--- config.mk ---
export PLATFORM = sky130hd
export DESIGN_NAME = rand_range_sampler
export DESIGN_NICKNAME = d
export VERILOG_FILES = /design/src/rtl/rand_range_sampler.sv
export SDC_FILE = /design/constraint.sdc
export NUM_CORES = 1
export LEC_CHECK = 0
export ABC_AREA = 1
export CORE_ASPECT_RATIO = 1.25
export CORE_UTILIZATION = 50
export DETAILED_ROUTE_END_ITERATION = 12
export PLACE_DENSITY = 0.78
export SYNTH_ARGS = -nofsm -noshare
export SYNTH_HDL_FRONTEND = slang
export SYNTH_SLANG_ARGS = --single-unit
--- constraint.sdc ---
create_clock -name clk -period 3 [get_ports clk]
set_clock_uncertainty 0.05 [all_clocks]
set_input_delay 0.6 -clock clk [delete_from_list [all_inputs] [get_ports clk]]
set_output_delay 0.6 -clock clk [all_outputs]
set_load 0.01 [all_outputs]
--- src/rtl/rand_range_sampler.sv ---
// Mask-and-reject sampler: maps raw LFSR words onto a uniform range [0, N),
// buffers accepted values in a small FIFO and tracks accept/reject statistics.
module rand_range_sampler #(
  parameter int DATA_W     = 8,
  parameter int FIFO_DEPTH = 4,
  parameter int CNT_W      = 16,
  parameter int TIMEOUT    = 64
) (
  input  logic              clk,
  input  logic              rst,
  input  logic [DATA_W-1:0] rand_num,
  input  logic              rand_valid,
  input  logic              cfg_load,
  input  logic [DATA_W-1:0] cfg_range,
  output logic [DATA_W-1:0] out_data,
  output logic              out_valid,
  input  logic              out_ready,
  output logic              busy,
  output logic              timeout_err,
  output logic [CNT_W-1:0]  accept_cnt,
  output logic [CNT_W-1:0]  reject_cnt
);

  localparam int PTR_W  = (FIFO_DEPTH > 1) ? $clog2(FIFO_DEPTH) : 1;
  localparam int FCNT_W = $clog2(FIFO_DEPTH + 1);
  localparam int TO_W   = $clog2(TIMEOUT + 1);

  typedef enum logic [1:0] {
    S_IDLE = 2'd0,
    S_RUN  = 2'd1,
    S_HOLD = 2'd2
  } state_t;

  // Smallest all-ones mask covering 0..n-1: smear the top set bit of n-1 downward.
  function automatic logic [DATA_W-1:0] range_mask(input logic [DATA_W-1:0] n);
    logic [DATA_W-1:0] m;
    if (n == '0) return '0;
    m = n - DATA_W'(1);
    for (int i = 1; i < DATA_W; i = i * 2) m = m | (m >> i);
    return m;
  endfunction

  state_t            state;
  logic [DATA_W-1:0] range_n;
  logic [DATA_W-1:0] mask;
  logic [DATA_W-1:0] mem [FIFO_DEPTH];
  logic [PTR_W-1:0]  wr_ptr;
  logic [PTR_W-1:0]  rd_ptr;
  logic [FCNT_W-1:0] fifo_cnt;
  logic [FCNT_W-1:0] fifo_cnt_next;
  logic [TO_W-1:0]   consec;
  logic [TO_W-1:0]   consec_inc;
  logic [DATA_W-1:0] cand;
  logic              fifo_full;
  logic              sample;
  logic              push;
  logic              reject;
  logic              pop;

  always_comb begin
    // NOTE: every signal gets a value on every path through this block, so no latches.
    cand          = rand_num & mask;
    fifo_full     = (fifo_cnt == FCNT_W'(FIFO_DEPTH));
    // Full check uses the count before any pop this cycle.
    sample        = (state == S_RUN) && rand_valid && !fifo_full;
    push          = sample && (cand < range_n);
    reject        = sample && !(cand < range_n);
    pop           = (fifo_cnt != '0) && out_ready;
    fifo_cnt_next = fifo_cnt;
    if (push && !pop)      fifo_cnt_next = fifo_cnt + FCNT_W'(1);
    else if (pop && !push) fifo_cnt_next = fifo_cnt - FCNT_W'(1);
    consec_inc    = (consec == TO_W'(TIMEOUT)) ? consec : consec + TO_W'(1);
  end

  // NOTE: the storage array has no reset; emptiness is defined by the pointers and count.
  always_ff @(posedge clk) begin
    if (push && !cfg_load) mem[wr_ptr] <= cand;
  end

  // NOTE: sequential state uses <= so every register updates from pre-edge values.
  always_ff @(posedge clk or negedge rst) begin
    if (!rst) begin
      state       <= S_IDLE;
      range_n     <= '0;
      mask        <= '0;
      wr_ptr      <= '0;
      rd_ptr      <= '0;
      fifo_cnt    <= '0;
      consec      <= '0;
      timeout_err <= 1'b0;
      accept_cnt  <= '0;
      reject_cnt  <= '0;
    end else if (cfg_load) begin
      range_n     <= cfg_range;
      mask        <= range_mask(cfg_range);
      wr_ptr      <= '0;
      rd_ptr      <= '0;
      fifo_cnt    <= '0;
      consec      <= '0;
      timeout_err <= 1'b0;
      accept_cnt  <= '0;
      reject_cnt  <= '0;
      state       <= (cfg_range == '0) ? S_IDLE : S_RUN;
    end else begin
      if (push) wr_ptr <= wr_ptr + PTR_W'(1);
      if (pop)  rd_ptr <= rd_ptr + PTR_W'(1);
      fifo_cnt <= fifo_cnt_next;

      if (push) begin
        consec <= '0;
        if (accept_cnt != '1) accept_cnt <= accept_cnt + CNT_W'(1);
      end
      if (reject) begin
        consec <= consec_inc;
        if (reject_cnt != '1) reject_cnt <= reject_cnt + CNT_W'(1);
        if (consec_inc == TO_W'(TIMEOUT)) timeout_err <= 1'b1;
      end

      case (state)
        S_RUN:   if (fifo_cnt_next == FCNT_W'(FIFO_DEPTH)) state <= S_HOLD;
        S_HOLD:  if (pop) state <= S_RUN;
        default: state <= S_IDLE;
      endcase
    end
  end

  assign out_valid = (fifo_cnt != '0);
  assign out_data  = out_valid ? mem[rd_ptr] : '0;
  assign busy      = (state != S_IDLE);

endmodule

==> flow_metrics.tcl, run 1 <==
set metrics [dict create \
    dr_total_vias 4182 \
    ant_nets 0 \
    wl_per_cell_um 14.3 \
    htreeDepth 3 \
    ios 64 \
    die_w_um 93.0 \
    period_share_pct 93.0 \
    p_per_area_nw_per_um2 596 \
    synth_warnings 0 \
    cap_violations 0 \
    hold_buffers 0 \
    r2r_cells 11 \
    grt_pass1_vias 4114 \
    slew_viol_final 0 \
    grt_usage_pct 23.2 \
    total_power_mw 3.76 \
    clockBufferDepth 2 \
    grt_util_met2_pct 42.0 \
    final-setup-viol-count 0 \
    drive_gt1_share_pct 9.57 \
    port_buffers 63 \
    netlist_area_sq_um 5170 \
    grt_max_degree 38 \
    final_util_pct 62.8 \
    grt_pass1_wl_um 19400 \
    drt_pass1_iterations 5 \
    tightestPinTransition_ps 461 \
    first_iter_violations 285 \
    routed_wl_um 11500 \
    status "finished, final reports clean" \
    met1_usage_pct 28.2 \
    globalplace.congestion 0.873 \
    p_leak_nw 2.71 \
    diodes 0 \
    postSynthCellCount 598 \
    initial_core_util_pct 51.4 \
    clock-root-buffer "clkbuf_16" \
    via_per_inst 5.18 \
    clk_pin_slew_ps 60 \
    antenna_found_initial 0 \
    nets 716 \
    cts_setup_buffers 0 \
    cp.arrival_ps 2140 \
    top_usage_layer "met2" \
    hp-class "input port to asynchronous set/reset pin" \
    areaGrowthSynthToFinish_pct 22.2 \
    slew_headroom_pct 69.0 \
    cts_tree "yes" \
    fin_setup_tns_ps 0 \
    crit_type "register to output port" \
    fin_crit_ps 2790 \
    cts.sinks 97 \
    die_h_um 116 \
    numCtsBuffers 9 \
    max_freq_mhz 358 \
    synth_nets 640 \
    rsz0062_at_grt "false" \
    grt_overflow 0 \
    hold_viol_final 0 \
    ys_seq_area_share_pct 50.0 \
    fp.coreArea_sq_um 10100 \
    hpwl_um 8500 \
    drc 0 \
    insertion_delay_ps 350 \
    synth_area_per_cell_sq_um 8.65 \
    endpoint_kind "output port" \
    r2r_slack_ps 600 \
    peakVddDrop_v 0.000297 \
    grtUsageMet3_pct 4.00 \
    final_common_cell "nand2_1" \
    ys_types 41 \
    final_cell_mix "nand2_1 (115), nor2_1 (72), inv_1 (71)" \
    core.rowCount 41 \
    ys_seq_elements 97 \
    dieArea_sq_um 10800 \
    cp_max_fo 18 \
    required_ps 2350 \
    start_kind "register" \
]
-- layer usage --
metal / vias up / part of all wire [%]
met3: 10 / 3.7
met5: - / 0
met4: 0 / 1.2
li1: 2120 / -
met1: 1969 / 43
met2: 83 / 52
-- stage by stage --
stage	cell area [sq um]	cells	hold WS, ps	setup WS [ps]
finish	6320	808	72.2	209
global route	6320	808	88.5	36.8
CTS	6320	808	72.1	178
detailed placement	6010	792	429	28.9
global placement	6010	792	431	74.4
floorplan	5170	598	254	364
-- synth_stat cells (all sizes together) --
cell type / count / area share (%)
o31ai: 10 / 1.5
a21oi: 35 / 3.6
or2: 6 / 0.73
edfxtp: 32 / 19
nand3: 26 / 2.6
nand3b: 1 / 0.15
xor2: 16 / 2.7
inv: 76 / 5.5
a31oi: 1 / 0.12
a32o: 1 / 0.19
dfrtp: 65 / 31
and2: 1 / 0.12
xnor2: 6 / 1.0
o21ai: 47 / 4.7
clkbuf: 10 / 0.73
o22ai: 5 / 0.60
nor2: 77 / 6.0
nor4: 6 / 0.73
a22o: 1 / 0.17
clkinv: 2 / 0.17
nor3: 17 / 1.9
nand2: 124 / 9.7
nand4: 9 / 1.5
buf: 2 / 0.31
ha: 21 / 5.1
o21a: 1 / 0.15
-- area by class of cell --
class,count,area [sq um]
fillers,830,3740
flip-flops and latches,97,2590
multi-input cells,411,2240
repair buffers,77,731
inverters,78,298
clock buffers,10,229
well taps,129,161
clock inverters,6,73.8
-- state kept, by name, indices dropped and copies added (netlist names), 2 cells and up --
register,flops
mem,32
accept_cnt,16
reject_cnt,16
mask,8
range_n,8
consec,7
fifo_cnt,3
rd_ptr,2
state,2
wr_ptr,2
-- where the power goes --
part	internal (mW)	total (mW)	switching [mW]
clock network	0.658	1.17	0.508
logic	0.440	1.03	0.593
registers	1.46	1.56	0.100
-- final timing paths --
| kind | start | endpoint |
|---|---|---|
| min reg2reg | mask[6]$_DFFE_PN0P_ | mask[6]$_DFFE_PN0P_ |
| max reg2reg | mask[5]$_DFFE_PN0P_ | mem[0][6]$_DFFE_PP_ |
| min | rst | wr_ptr[1]$_DFFE_PN0P_ |
| max in group asynchronous | rst | range_n[7]$_DFFE_PN0P_ |
| min in group clk | mask[6]$_DFFE_PN0P_ | mask[6]$_DFFE_PN0P_ |
| max | rd_ptr[0]$_DFFE_PN0P_ | out_data[3] |
-- critical path, cell delays in order, from the launching register on --
cell and delay [ps]:
dfrtp_2 590, clkinvlp_4 350, o21ai_0 260, a21oi_1 110, clkdlybuf4s50_1 490
-- what timing repair did --
action | 4_1_cts | 5_1_grt
gates resized for setup | 2 | 0
setup endpoints to repair | 2 | 0
endpoints found under the hold margin | 0 | 0
-- cell families after synthesis --
logic type / Yosys count / synth area share [%]
flip-flops: 97 / 50.0
buffers and inverters: 90 / 6.73
adder cells (fa/ha/maj): 21 / 5.08
XOR/XNOR: 22 / 3.73
AO/OA/AOI/OAI: 101 / 11.0
AND/OR/NAND/NOR: 267 / 23.4
No activity file was read; power rests on OpenSTA's default activity.
==> inputs of run 2 (changes only) <==
--- a/config.mk
+++ b/config.mk
@@ -9,7 +9,9 @@
 export CORE_ASPECT_RATIO = 1.25
 export CORE_UTILIZATION = 50
 export DETAILED_ROUTE_END_ITERATION = 12
+export GPL_ROUTABILITY_DRIVEN = 0
 export PLACE_DENSITY = 0.78
+export SKIP_CTS_REPAIR_TIMING = 1
 export SYNTH_ARGS = -nofsm -noshare
 export SYNTH_HDL_FRONTEND = slang
 export SYNTH_SLANG_ARGS = --single-unit
==> results of run 2 <==
The final DEF is identical to that of run 1; final timing and power are the same.
==> inputs of run 3 (changes only) <==
--- a/config.mk
+++ b/config.mk
@@ -12,6 +12,7 @@
 export GPL_ROUTABILITY_DRIVEN = 0
 export PLACE_DENSITY = 0.78
 export SKIP_CTS_REPAIR_TIMING = 1
+export SLEW_MARGIN = 20
 export SYNTH_ARGS = -nofsm -noshare
 export SYNTH_HDL_FRONTEND = slang
 export SYNTH_SLANG_ARGS = --single-unit
==> results of run 3 <==
The final DEF is identical to that of run 1; final timing and power are the same.
